File: src/rtl/zxvga_pkg.sv
// rtl/zxvga_pkg.sv - zxvga timing classes, machine_timing decode and default timing constants
package zxvga_pkg;

    typedef enum logic [1:0] {
        CLS_48K  = 2'd0,
        CLS_128K = 2'd1,
        CLS_PENT = 2'd2
    } zx_class_t;

    localparam int DEF_CW        = 11;
    localparam int DEF_H_ACTIVE  = 720;
    localparam int DEF_H_SYNC    = 64;
    localparam int DEF_FP_48K    = 48;
    localparam int DEF_FP_128K   = 64;
    localparam int DEF_FP_PENT   = 48;
    localparam int DEF_TOT_48K   = 896;
    localparam int DEF_TOT_128K  = 912;
    localparam int DEF_TOT_PENT  = 896;
    localparam int DEF_HSYNC_POL = 0;

    // bit 1 selects 128k over everything; bit 2 selects Pentagon; bit 0 is ignored
    function automatic zx_class_t zx_decode(input logic [2:0] mt);
        zx_class_t cls;
        if (mt[1]) begin
            cls = CLS_128K;
        end else if (mt[2]) begin
            cls = CLS_PENT;
        end else begin
            cls = CLS_48K;
        end
        return cls;
    endfunction

endpackage

File: src/rtl/zxvga_hmode_decode.sv
// rtl/zxvga_hmode_decode.sv - maps a timing class to its front porch and total line length
module zxvga_hmode_decode
    import zxvga_pkg::*;
#(
    parameter int CW       = DEF_CW,
    parameter int FP_48K   = DEF_FP_48K,
    parameter int FP_128K  = DEF_FP_128K,
    parameter int FP_PENT  = DEF_FP_PENT,
    parameter int TOT_48K  = DEF_TOT_48K,
    parameter int TOT_128K = DEF_TOT_128K,
    parameter int TOT_PENT = DEF_TOT_PENT
)
(
    input  zx_class_t       i_class,
    output logic [CW-1:0]   o_fp,
    output logic [CW-1:0]   o_tot
);

    // table lookup; the unused encoding falls back to 48k timing
    always_comb begin
        o_fp  = CW'(FP_48K);
        o_tot = CW'(TOT_48K);
        case (i_class)
            CLS_128K: begin
                o_fp  = CW'(FP_128K);
                o_tot = CW'(TOT_128K);
            end
            CLS_PENT: begin
                o_fp  = CW'(FP_PENT);
                o_tot = CW'(TOT_PENT);
            end
            default: begin
                o_fp  = CW'(FP_48K);
                o_tot = CW'(TOT_48K);
            end
        endcase
    end

endmodule

File: src/rtl/zxvga_htiming.sv
// rtl/zxvga_htiming.sv - horizontal timing generator; optional ZXVGA_FP_OVERRIDE_EN adds a front-porch override
module zxvga_htiming
    import zxvga_pkg::*;
#(
    parameter int CW        = DEF_CW,
    parameter int H_ACTIVE  = DEF_H_ACTIVE,
    parameter int H_SYNC    = DEF_H_SYNC,
    parameter int FP_48K    = DEF_FP_48K,
    parameter int FP_128K   = DEF_FP_128K,
    parameter int FP_PENT   = DEF_FP_PENT,
    parameter int TOT_48K   = DEF_TOT_48K,
    parameter int TOT_128K  = DEF_TOT_128K,
    parameter int TOT_PENT  = DEF_TOT_PENT,
    parameter int HSYNC_POL = DEF_HSYNC_POL
)
(
    input  logic            clk,
    input  logic            reset,
    input  logic            ce,
    input  logic [2:0]      machine_timing,
`ifdef ZXVGA_FP_OVERRIDE_EN
    input  logic [CW-1:0]   fp_override,
    input  logic            fp_override_valid,
    output logic            fp_override_err,
`endif
    output logic [CW-1:0]   hc,
    output logic            hactive,
    output logic            hblank,
    output logic            hsync,
    output logic            hlast,
    output logic [1:0]      tclass
);

    // two guard bits keep H_ACTIVE+fp+H_SYNC from wrapping during comparisons
    localparam int             XW     = CW + 2;
    localparam logic [XW-1:0]  L_ACT  = XW'(H_ACTIVE);
    localparam logic [XW-1:0]  L_SYNC = XW'(H_SYNC);
    localparam logic           L_POL  = (HSYNC_POL != 0);
    localparam longint         L_MAX  = longint'(1) << CW;

    if (!((H_ACTIVE + FP_48K + H_SYNC < TOT_48K) && (longint'(TOT_48K) <= L_MAX))) begin : g_bad_48k
        $error("zxvga_htiming: 48k timing does not fit the line or the counter");
    end
    if (!((H_ACTIVE + FP_128K + H_SYNC < TOT_128K) && (longint'(TOT_128K) <= L_MAX))) begin : g_bad_128k
        $error("zxvga_htiming: 128k timing does not fit the line or the counter");
    end
    if (!((H_ACTIVE + FP_PENT + H_SYNC < TOT_PENT) && (longint'(TOT_PENT) <= L_MAX))) begin : g_bad_pent
        $error("zxvga_htiming: Pentagon timing does not fit the line or the counter");
    end

    zx_class_t      r_class;
    logic [CW-1:0]  r_hc;
    logic [CW-1:0]  r_fp;
    logic [CW-1:0]  r_tot;
    logic           r_hactive;
    logic           r_hblank;
    logic           r_hsync;
    logic           r_hlast;

    zx_class_t      w_cls_in;
    zx_class_t      w_cls_nx;
    logic [CW-1:0]  w_tab_fp;
    logic [CW-1:0]  w_tab_tot;
    logic [CW-1:0]  w_new_fp;
    logic [CW-1:0]  w_fp_nx;
    logic [CW-1:0]  w_tot_nx;
    logic [CW-1:0]  w_hc_nx;
    logic           w_last;
    logic           w_reload;
    logic [XW-1:0]  w_hc_x;
    logic [XW-1:0]  w_ss;
    logic [XW-1:0]  w_se;
    logic           w_sync_on;
    logic           w_act_nx;
    logic           w_hsync_nx;
    logic           w_last_nx;

    assign w_cls_in = zx_decode(machine_timing);

    zxvga_hmode_decode #(
        .CW       (CW),
        .FP_48K   (FP_48K),
        .FP_128K  (FP_128K),
        .FP_PENT  (FP_PENT),
        .TOT_48K  (TOT_48K),
        .TOT_128K (TOT_128K),
        .TOT_PENT (TOT_PENT)
    ) u_hmode_decode (
        .i_class (w_cls_in),
        .o_fp    (w_tab_fp),
        .o_tot   (w_tab_tot)
    );

    // the class (and its fp/tot) is reloaded only at reset or on the enabled wrap cycle
    assign w_last   = (r_hc == (r_tot - CW'(1)));
    assign w_reload = reset | (ce & w_last);

`ifdef ZXVGA_FP_OVERRIDE_EN
    logic w_ov_ok;
    logic w_ov_err;
    logic r_ov_err;

    assign w_ov_ok  = ((L_ACT + {2'b00, fp_override} + L_SYNC) < {2'b00, w_tab_tot});
    assign w_ov_err = ~reset & fp_override_valid & ~w_ov_ok;
    assign w_new_fp = (~reset & fp_override_valid & w_ov_ok) ? fp_override : w_tab_fp;

    // sticky override error, raised on a wrap that rejects the requested porch
    always_ff @(posedge clk) begin
        if (reset) begin
            r_ov_err <= 1'b0;
        end else if (ce & w_last & w_ov_err) begin
            r_ov_err <= 1'b1;
        end
    end

    assign fp_override_err = r_ov_err;
`else
    assign w_new_fp = w_tab_fp;
`endif

    // next counter value and the timing that applies to it
    always_comb begin
        w_hc_nx  = r_hc;
        w_cls_nx = w_reload ? w_cls_in  : r_class;
        w_fp_nx  = w_reload ? w_new_fp  : r_fp;
        w_tot_nx = w_reload ? w_tab_tot : r_tot;
        if (reset) begin
            w_hc_nx = '0;
        end else if (ce) begin
            w_hc_nx = w_last ? '0 : r_hc + CW'(1);
        end
    end

    // flags are derived from the next count so they register in step with hc
    always_comb begin
        w_hc_x     = {2'b00, w_hc_nx};
        w_ss       = L_ACT + {2'b00, w_fp_nx};
        w_se       = w_ss + L_SYNC;
        w_act_nx   = (w_hc_x < L_ACT);
        w_sync_on  = (w_hc_x >= w_ss) && (w_hc_x < w_se);
        w_hsync_nx = w_sync_on ? L_POL : ~L_POL;
        w_last_nx  = (w_hc_nx == (w_tot_nx - CW'(1)));
    end

    // state advances on ce; reset overrides ce
    always_ff @(posedge clk) begin
        if (reset | ce) begin
            r_hc      <= w_hc_nx;
            r_class   <= w_cls_nx;
            r_fp      <= w_fp_nx;
            r_tot     <= w_tot_nx;
            r_hactive <= w_act_nx;
            r_hblank  <= ~w_act_nx;
            r_hsync   <= w_hsync_nx;
            r_hlast   <= w_last_nx;
        end
    end

    assign hc      = r_hc;
    assign hactive = r_hactive;
    assign hblank  = r_hblank;
    assign hsync   = r_hsync;
    assign hlast   = r_hlast;
    assign tclass  = r_class;

endmodule

File: config.mk
export PLATFORM = sky130hd
export DESIGN_NAME = zxvga_htiming
export DESIGN_NICKNAME = d
export VERILOG_FILES = /design/src/rtl/zxvga_pkg.sv /design/src/rtl/zxvga_hmode_decode.sv /design/src/rtl/zxvga_htiming.sv
export SDC_FILE = /design/constraint.sdc
export NUM_CORES = 1
export LEC_CHECK = 0
export CAP_MARGIN = 0
export CORE_MARGIN = 3
export CORE_UTILIZATION = 40
export CTS_BUF_LIST = sky130_fd_sc_hd__clkbuf_16
export CTS_CLUSTER_DIAMETER = 100
export DETAILED_ROUTE_END_ITERATION = 8
export GPL_TIMING_DRIVEN = 0
export PLACE_DENSITY = 0.66
export SKIP_LAST_GASP = 1
export SLEW_MARGIN = 20
export SYNTH_ARGS = -nofsm -noshare
export SYNTH_HDL_FRONTEND = slang
export SYNTH_SLANG_ARGS = --single-unit
File: constraint.sdc
create_clock -name clk -period 12.2 [get_ports clk]
set_input_delay 1.83 -clock clk [delete_from_list [all_inputs] [get_ports clk]]
set_output_delay 1.83 -clock clk [all_outputs]
set_load 0.01 [all_outputs]
==> impl_metrics.ini, run 1 <==
[logic_synthesis]
synth_top_family_by_area = simple AND/OR/NAND/NOR gates
ys_seq_area_frac = 0.389
syn_inst = 311
synth_edf_count = 39
yosys.area_share.simple = 0.219
synthTopCellsByArea = edfxtp_1 39%, ha_1 8.7%, xnor2_1 6.4%, xor2_1 5.8%, nand2_1 3.7%
syn-num-nets = 338
async_flop_share = 0
synthDistinctLibCells = 59
synthXorXnorAreaFrac = 0.122
ys_ff_latch = 39
synth_area_um2 = 3010
synth_top_area_frac = 0.389
yosys_warnings = 0
yosys.area_share.adder = 0.0872
syn_avg_cell_area_um2 = 9.68
synth_mux_area_frac = 0.0154
synth_ff_type = edfxtp_1
synth_largest_area_cell = edfxtp_1
synth-compound-area-share = 0.120

[global_routing]
globalRouteOverflowTotal = 0
grtUsageTotal = 0.166
antenna_found_initial = 0
grt_pass1_wl_um = 11300
grt_max_degree = 23
grt_pass1_vias = 2334

[route]
drt-total-wl_um = 6740
firstDrtPassIters = 4
ant_nets = 0
drc = 0
routedWlPerCell_um = 15.4
vias = 2348
first_iter_violations = 134
viasPerCell = 5.35

[floorplan]
rows = 31
dieArea_um2 = 8610
io_pins = 23
core-area_um2 = 7290
fp.dieH_um = 92.8
start_util = 0.413
die_x_um = 92.8

[power_and_ir_drop]
leakagePower_nw = 1.41
ir_drop_v = 0.0000494
power.density_nw_per_um2 = 115

[setup_path]
critPathArrivalTime_ns = 5.33
crit_path_end_kind = register
reg2reg_slack_ns = 7.23
critical_path.slowest_cell = clkdlybuf4s50_1
worstSetupPathType = input pin to register
startpoint_type = input pin
max_stage_delay_ns = 0.52
path_max_fanout = 10
critical_path.cell_chain = clkdlybuf4s50_1 > inv_1 > o31a_2 > buf_2 > buf_2 > nand2_1 > nand2_1 > ha_1 > xor2_1 > ha_1 > nor3b_2 > xor2_1 > ha_1 > o21a_1 > a21oi_1 > o221ai_1
cp_common_cell = ha_1
crit_required_ns = 12.22

[sta]
drv_slew = 0
rsz0062_at_grt = no
worst_slew_margin_rel = 0.634
setup_viol = 0
hold_violations = 0
max_freq_mhz = 188
finalClockSkew_ns = 0.00443
fin_crit_ns = 5.31
tns_ns = 0
finalCritPeriodShare = 0.435
tightestPinTransition_ns = 0.545

[worst_hold_path]
hold_class = register to register

[clock_tree]
clockRootBuffer = clkbuf_16
ctsHtreeMaxLevel = 2
cts-resized-gates = 0
cts_tree = done
ctsHoldBuffers = 0
cts.sinks = 39
post_cts_buffers = 0
worst_skew_pair.late_latency_ns = 0.28
tritoncts.num_buffers = 5
cts_buffer_depth = 2
path_clk_slew_ns = 0.06

[place]
place_congestion = 0.900
io_buffers = 20
dp_hpwl_um = 5080
dp_cells = 431

[run_status]
status = complete, no violations

[flow_run]
maxCapViolCount = 0

[layout]
area_growth_pct = 16.5
drive_gt1_frac = 0.0941
n_antenna_cell = 0
final_cells = 439
finalNetCount = 366
## cell usage in the layout, fill, tap and decap left out, types with 2 or more instances in the layout
master	n
a211oi_1	5
a21oi_1	10
a31oi_1	3
and2_1	11
and3_1	4
buf_2	2
buf_6	2
clkbuf_1	6
clkbuf_16	5
clkdlybuf4s50_1	20
edfxtp_1	39
ha_1	21
inv_1	23
mux2i_1	2
nand2_1	29
nand2_2	2
nand2b_1	7
nand3_1	7
nand3b_1	2
nand4_1	10
nor2_1	22
nor2b_1	4
nor3_1	6
nor3b_1	2
nor4_1	2
o211ai_1	4
o21ai_0	10
o22ai_1	2
or3_1	2
or4_4	2
xnor2_1	22
xor2_1	20
## per-stage QoR
step           hold WS [ns]  total power, mW  worst slack (ns)  instance area, um2   util
2_1_floorplan         0.502            0.248              7.22                3010      -
3_3_place_gp          0.524            0.277              6.67                3340  0.457
3_5_place_dp          0.526            0.280              6.61                3370  0.462
4_1_cts               0.544            0.408              6.89                3510  0.481
5_1_grt               0.563            0.427              6.53                3510  0.481
6_report              0.539            0.404              6.89                3510  0.481
## metal layers
| metal | wire length (um) | GRT usage |
|---|---|---|
| met2 | 3110 | 0.263 |
| met1 | 3280 | 0.228 |
| met4 | 114 | 0.0598 |
| met5 | 0 | 0 |
| met3 | 239 | 0.0252 |
## where the power goes
| part | internal (mW) | switching [mW] | total (mW) |
|---|---|---|---|
| Combinational | 0.0484 | 0.0589 | 0.107 |
| Clock | 0.0746 | 0.0520 | 0.127 |
| Sequential | 0.160 | 0.0107 | 0.171 |
| Total | 0.283 | 0.122 | 0.404 |
## cell usage after synthesis, types with 5 or more instances
cell and n:
a211oi_1 5, a21oi_1 10, and2_1 11, clkbuf_1 6, edfxtp_1 39, ha_1 21, inv_1 22, nand2_1 30
nand2b_1 7, nand3_1 7, nand4_1 10, nor2_1 22, nor3_1 6, o21ai_0 10, xnor2_1 22, xor2_1 20
## cells by family (layout without fill, tap and decap cells)
family | after synthesis | after routing
AO/OA/AOI/OAI | 50 | 50
XOR/XNOR | 42 | 42
adder cells (fa/ha/maj) | 21 | 21
buffers and inverters | 34 | 63
flip-flops | 39 | 39
multiplexers | 4 | 4
AND/OR/NAND/NOR | 121 | 121
## worst max-delay path: cells and delay by family
kind	cells	cell delay (ns)
adder cells (fa/ha/maj)	3	0.76
XOR/XNOR	2	0.45
AND/OR/NAND/NOR	3	0.38
buffers and inverters	4	1.23
AO/OA/AOI/OAI	4	0.65
## path summary, 6_finish.rpt
kind / start / end / cells after the start
setup reg to reg: r_tot[1]$_DFFE_PN_ / hsync$_DFFE_PN_ / 18
setup / recovery: reset / hsync$_DFFE_PN_ / 16
hold / removal: r_fp[1]$_DFFE_PN_ / r_fp[1]$_DFFE_PN_ / 2
hold reg to reg: r_fp[1]$_DFFE_PN_ / r_fp[1]$_DFFE_PN_ / 2
## sequential cells by signal, indices dropped and copies added (netlist names)
register and cells:
hlast 1, hsync 1, hc 11, r_tot 11
tclass 2, hactive 1, r_fp 11, hblank 1
## final cells by class
| class | count | area [um2] |
|---|---|---|
| repair buffers | 21 | 228 |
| multi-input cells | 238 | 1700 |
| clock inverters | 3 | 16.3 |
| well taps | 99 | 124 |
| inverters | 23 | 86.3 |
| fillers | 713 | 3780 |
| flip-flops and latches | 39 | 1170 |
| plain buffers | 11 | 58.8 |
| clock buffers | 5 | 125 |
No activity file was read; power rests on OpenSTA's default activity.
==> run 2, diff against run 1 <==
--- a/config.mk
+++ b/config.mk
@@ -12,7 +12,7 @@
 export CTS_CLUSTER_DIAMETER = 100
 export DETAILED_ROUTE_END_ITERATION = 8
 export GPL_TIMING_DRIVEN = 0
-export PLACE_DENSITY = 0.66
+export PLACE_DENSITY = 0.68
 export SKIP_LAST_GASP = 1
 export SLEW_MARGIN = 20
 export SYNTH_ARGS = -nofsm -noshare
==> constraint.sdc (replaced) <==
create_clock -name clk -period 4.8 [get_ports clk]
set_input_delay 0.72 -clock clk [delete_from_list [all_inputs] [get_ports clk]]
set_output_delay 0.72 -clock clk [all_outputs]
set_load 0.01 [all_outputs]
==> run 2 against run 1 <==
Against the previous run:
- worst setup slack worse by 6.7 ns
- cell count is 2.7% higher
- clock-buffer cell count stayed put
- sequential power grew to 2.5 times the previous value
- core utilization is 3.1 points higher
- highest routed layer unchanged
==> impl_metrics.ini, run 2 (same netlist as run 1, synthesis figures left out) <==
[layout]
n_antenna_cell = 0
final_common_cell = edfxtp_1
final_area_um2 = 3730
final_cell_mix = 39 x edfxtp_1, 25 x nand2_1, 22 x inv_1, 22 x xnor2_1, 22 x nor2_1
filler_cell_count = 687
drive_gt1_frac = 0.159
area_growth_pct = 23.9
final_cells = 451
finalNetCount = 378

[place]
dp_hpwl_um = 5100
placed_cell_area_um2 = 3370
place_congestion = 0.888
io_buffers = 20
dp_cells = 431

[route]
drc = 0
firstDrtPassIters = 4
viasPerCell = 5.42
routedWlPerCell_um = 15.7
drt-total-wl_um = 7090
first_iter_violations = 120
ant_nets = 0
vias = 2446

[clock_tree]
ctsHoldBuffers = 0
cts_tree = done
ctsHtreeMaxLevel = 2
cts.sinks = 39
clockRootBuffer = clkbuf_16
cts_buffer_depth = 2
tritoncts.num_buffers = 5
path_clk_slew_ns = 0.06
worst_skew_pair.late_latency_ns = 0.28

[floorplan]
io_pins = 23
core-area_um2 = 7290
dieArea_um2 = 8610
start_util = 0.413
rows = 31
fp.dieH_um = 92.8
die_x_um = 92.8

[setup_path]
max_stage_delay_ns = 0.51
rr_worst_depth = 20
startpoint_type = register
critical_path.slowest_cell = or4_4
endpoint = hsync$_DFFE_PN_
reg2reg_slack_ns = 0.19
rr_endpoint = hsync$_DFFE_PN_
rr_startpoint = r_tot[3]$_DFFE_PN_
path_max_fanout = 10
crit_required_ns = 4.82
critPathArrivalTime_ns = 4.63
worstSetupPathType = register to register
crit_path_end_kind = register
critical_path.cell_chain = buf_6 > or4_4 > or4_4 > mux2_4 > nand4_1 > o31a_4 > buf_8 > buf_6 > nand2_2 > nand2_2 > ha_4 > nor3_4 > xnor2_1 > o22ai_2 > nor3b_2 > xor2_1 > ha_1 > o21a_1 > a21oi_2 > o221ai_2
crit_path_start = r_tot[3]$_DFFE_PN_

[power_and_ir_drop]
ir_drop_v = 0.000124
power.density_nw_per_um2 = 298
leakagePower_nw = 1.52

[worst_hold_path]
hold_class = register to register
hold_depth = 2

[global_routing]
grt_max_degree = 25
grtUsageTotal = 0.166
grt_pass1_wl_um = 11300
grt_pass1_vias = 2334
globalRouteOverflowTotal = 0
antenna_found_initial = 0

[sta]
worst_slew_margin_rel = 0.629
finalClockSkew_ns = 0.00274
setup_viol = 0
drv_slew = 0
tightestPinTransition_ns = 0.552
hold-worst-slack_ns = 0.542
finalCritPeriodShare = 0.960
hold_violations = 0
fin_crit_ns = 4.61
max_freq_mhz = 217

[flow_run]
maxCapViolCount = 0

[run_status]
status = complete, no violations
[run 2: worst min path at each step]
stage | startpoint | endpoint | slack [ns]
5_1_grt | r_fp[2]$_DFFE_PN_ | r_fp[2]$_DFFE_PN_ | 0.57
3_5_place_dp | r_fp[2]$_DFFE_PN_ | r_fp[2]$_DFFE_PN_ | 0.53
2_1_floorplan | r_fp[1]$_DFFE_PN_ | r_fp[1]$_DFFE_PN_ | 0.50
3_3_place_gp | r_fp[2]$_DFFE_PN_ | r_fp[2]$_DFFE_PN_ | 0.52
6_report | r_fp[2]$_DFFE_PN_ | r_fp[2]$_DFFE_PN_ | 0.54
4_1_cts | r_fp[2]$_DFFE_PN_ | r_fp[2]$_DFFE_PN_ | 0.55
[run 2: stage by stage]
| step | total power, mW | setup WS, ns | TNS (ns) | util |
|---|---|---|---|---|
| 5_1_grt | 1.17 | -0.0393 | -0.0393 | 0.512 |
| 6_report | 1.11 | 0.192 | 0 | 0.512 |
| 4_1_cts | 1.09 | 0.0232 | 0 | 0.488 |
| 2_1_floorplan | 0.631 | 0.330 | 0 | - |
| 3_5_place_dp | 0.712 | -0.141 | -0.141 | 0.462 |
| 3_3_place_gp | 0.703 | -0.0785 | -0.0785 | 0.457 |
[run 2: critical path, delay by kind of cell (launching register included)]
kind / cells / cell delay [ns]
compound gates: 5 / 0.88
xor+xnor: 2 / 0.32
fa+ha+maj: 2 / 0.45
buf+inv: 3 / 0.42
flops: 1 / 0.37
mux: 1 / 0.23
simple gates: 7 / 1.65
[run 2: repair_timing]
action | CTS | global route
pin swaps | 0 | 12
setup buffers | 2 | 10
gates resized for setup | 4 | 21
setup endpoints to repair | 1 | 2
[run 2: area by class of cell]
class	instances	area, um2	share of cell area
clock inverters	3	38.8	0.0104
flip-flops and latches	39	1170	0.314
multi-input cells	238	1790	0.480
inverters	23	87.6	0.0235
well taps	99	124	0.0332
clock buffers	5	125	0.0335
plain buffers	11	76.3	0.0205
repair buffers	33	318	0.0852
[run 2: power breakdown]
group	total (mW)	switching (mW)	internal, mW
logic	0.308	0.167	0.141
registers	0.433	0.0265	0.407
clock network	0.372	0.129	0.242
[run 2: layer usage]
layer,up-vias,track usage,wire (um),part of all wire
met3,19,0.0357,295,0.042
met5,-,0,0,0
met1,1168,0.212,3180,0.45
met4,0,0.0647,181,0.026
met2,56,0.274,3430,0.48
li1,1203,-,-,-
==> run 3, diff against run 2 <==
--- a/config.mk
+++ b/config.mk
@@ -13,6 +13,7 @@
 export DETAILED_ROUTE_END_ITERATION = 8
 export GPL_TIMING_DRIVEN = 0
 export PLACE_DENSITY = 0.68
+export REMOVE_ABC_BUFFERS = 1
 export SKIP_LAST_GASP = 1
 export SLEW_MARGIN = 20
 export SYNTH_ARGS = -nofsm -noshare
==> run 3 against run 2 <==
Against the previous run:
- first-iteration DRC count up 33%
- combinational power down 9.7%
- via count down 3.4%
- critical path type unchanged
- critical endpoint unchanged
- largest power group unchanged
- highest routed layer unchanged
==> impl_metrics.ini, run 3 (same netlist as run 1, synthesis figures left out) <==
[layout]
n_antenna_cell = 0
final_cells = 442
final_common_cell = edfxtp_1
area_growth_pct = 20.1
drive_gt1_frac = 0.134
final_cell_mix = 39 x edfxtp_1, 29 x nand2_1, 22 x inv_1, 22 x xnor2_1, 22 x nor2_1
finalNetCount = 369
fin_util = 0.496

[route]
routedWlPerCell_um = 15.0
viasPerCell = 5.35
first_iter_violations = 159
ant_nets = 0
firstDrtPassIters = 4
vias = 2363
drt-total-wl_um = 6640
drc = 0

[power_and_ir_drop]
seq_power_share = 0.404
p_clk_frac = 0.340
internal-power_mw = 0.781
p_comb_frac = 0.256
p_switching_mw = 0.306
ir_drop_v = 0.000132
leakagePower_nw = 1.47
switching_share = 0.282
power.density_nw_per_um2 = 300

[place]
place_congestion = 0.779
post-place-ws_ns = -0.599
dp_cells = 421
io_buffers = 21
dp_hpwl_um = 4720

[setup_path]
startpoint_type = register
reg2reg_slack_ns = 0.24
path_max_fanout = 11
critPathArrivalTime_ns = 4.57
worstSetupPathType = register to register
crit_path_start = r_tot[1]$_DFFE_PN_
rr_startpoint = r_tot[1]$_DFFE_PN_
crit_path_end_kind = register
rr_endpoint = hsync$_DFFE_PN_
rr_worst_depth = 17
crit_required_ns = 4.81

[clock_tree]
tritoncts.num_buffers = 5
worst_skew_pair.late_latency_ns = 0.28
clockRootBuffer = clkbuf_16
cts_buffer_depth = 2
ctsHoldBuffers = 0
cts_tree = done
cts.sinks = 39
path_clk_slew_ns = 0.06
ctsHtreeMaxLevel = 2

[floorplan]
dieArea_um2 = 8610
start_util = 0.413
fp.dieH_um = 92.8
core-area_um2 = 7290
die_x_um = 92.8
rows = 31
io_pins = 23

[global_routing]
grt_max_degree = 28
use_met3 = 0.0244
globalRouteOverflowTotal = 0
grt_pass1_wl_um = 11300
grt_pass1_vias = 2315
antenna_found_initial = 0
use_met2 = 0.291
grt_busiest_layer = met2
met1_usage = 0.206
grtUsageTotal = 0.163

[run_status]
status = complete, no violations

[sta]
tightestPinTransition_ns = 0.480
hold_violations = 0
finalClockSkew_ns = 0.00767
max_freq_mhz = 219
fin_crit_ns = 4.56
tns_ns = 0
hold-worst-slack_ns = 0.539
worst_slew_margin_rel = 0.678
drv_slew = 0
finalCritPeriodShare = 0.949
setup_viol = 0
worst_slack_ns = 0.243

[worst_hold_path]
min_to = r_fp[1]$_DFFE_PN_
min-delay-start = r_fp[1]$_DFFE_PN_
hold_depth = 2
hold_class = register to register

[flow_run]
maxCapViolCount = 0
-- run 3: worst max-delay path, stage by stage, from the launching register on --
cell and delay [ns]:
edfxtp_1 0.38, or4_4 0.56, or4_4 0.44, mux2_4 0.23, nand4_1 0.14, o31a_4 0.44, inv_4 0.15, nand2_2 0.11
nand2_1 0.18, ha_4 0.21, xor2_2 0.18, ha_1 0.23, nor3b_2 0.19, xor2_1 0.17, ha_1 0.25, o21a_1 0.10
a21oi_1 0.16, o221ai_1 0.15
-- run 3: power groups by stage --
stage / clock, mW / combinational, mW / sequential (mW)
after global placement: 0 / 0.243 / 0.450
after global routing: 0.391 / 0.311 / 0.444
after CTS: 0.379 / 0.270 / 0.440
after floorplan: 0 / 0.177 / 0.447
after detailed placement: 0 / 0.254 / 0.450
final: 0.370 / 0.278 / 0.439
-- run 3: worst max-delay path by stage --
stage | end | slack, ns | cells past startpoint
floorplan | hsync$_DFFE_PN_ | 0.27 | 19
global placement | hsync$_DFFE_PN_ | -0.45 | 19
detailed placement | hsync$_DFFE_PN_ | -0.60 | 19
CTS | hsync$_DFFE_PN_ | 0.07 | 17
global route | hsync$_DFFE_PN_ | -0.01 | 19
finish | hsync$_DFFE_PN_ | 0.24 | 17
-- run 3: final cells by class --
class | count | area [um2]
Clock buffer | 5 | 125
Clock inverter | 3 | 38.8
Fill cell | 712 | 3670
Inverter | 23 | 88.8
Multi-Input combinational cell | 239 | 1750
Sequential cell | 39 | 1170
Tap cell | 99 | 124
Timing Repair Buffer | 34 | 320
-- run 3: timing repair --
item | CTS | global route
resized for setup | 5 | 3
setup buffers | 7 | 5
pin swaps | 1 | 2
endpoints found under the setup margin | 1 | 2
endpoints found under the hold margin | 0 | 0
cloned | 1 | 0
-- run 3: stage by stage --
step                total power [mW]  cell area [um2]
finish                          1.09             3620
global route                    1.15             3620
CTS                             1.09             3560
detailed placement             0.704             3310
global placement               0.693             3290
floorplan                      0.625             2950
-- run 3: per-layer routing --
metal	part of all wire	wire [um]
met1	0.45	2960
met3	0.028	185
met5	0	0
met2	0.52	3430
met4	0.010	68
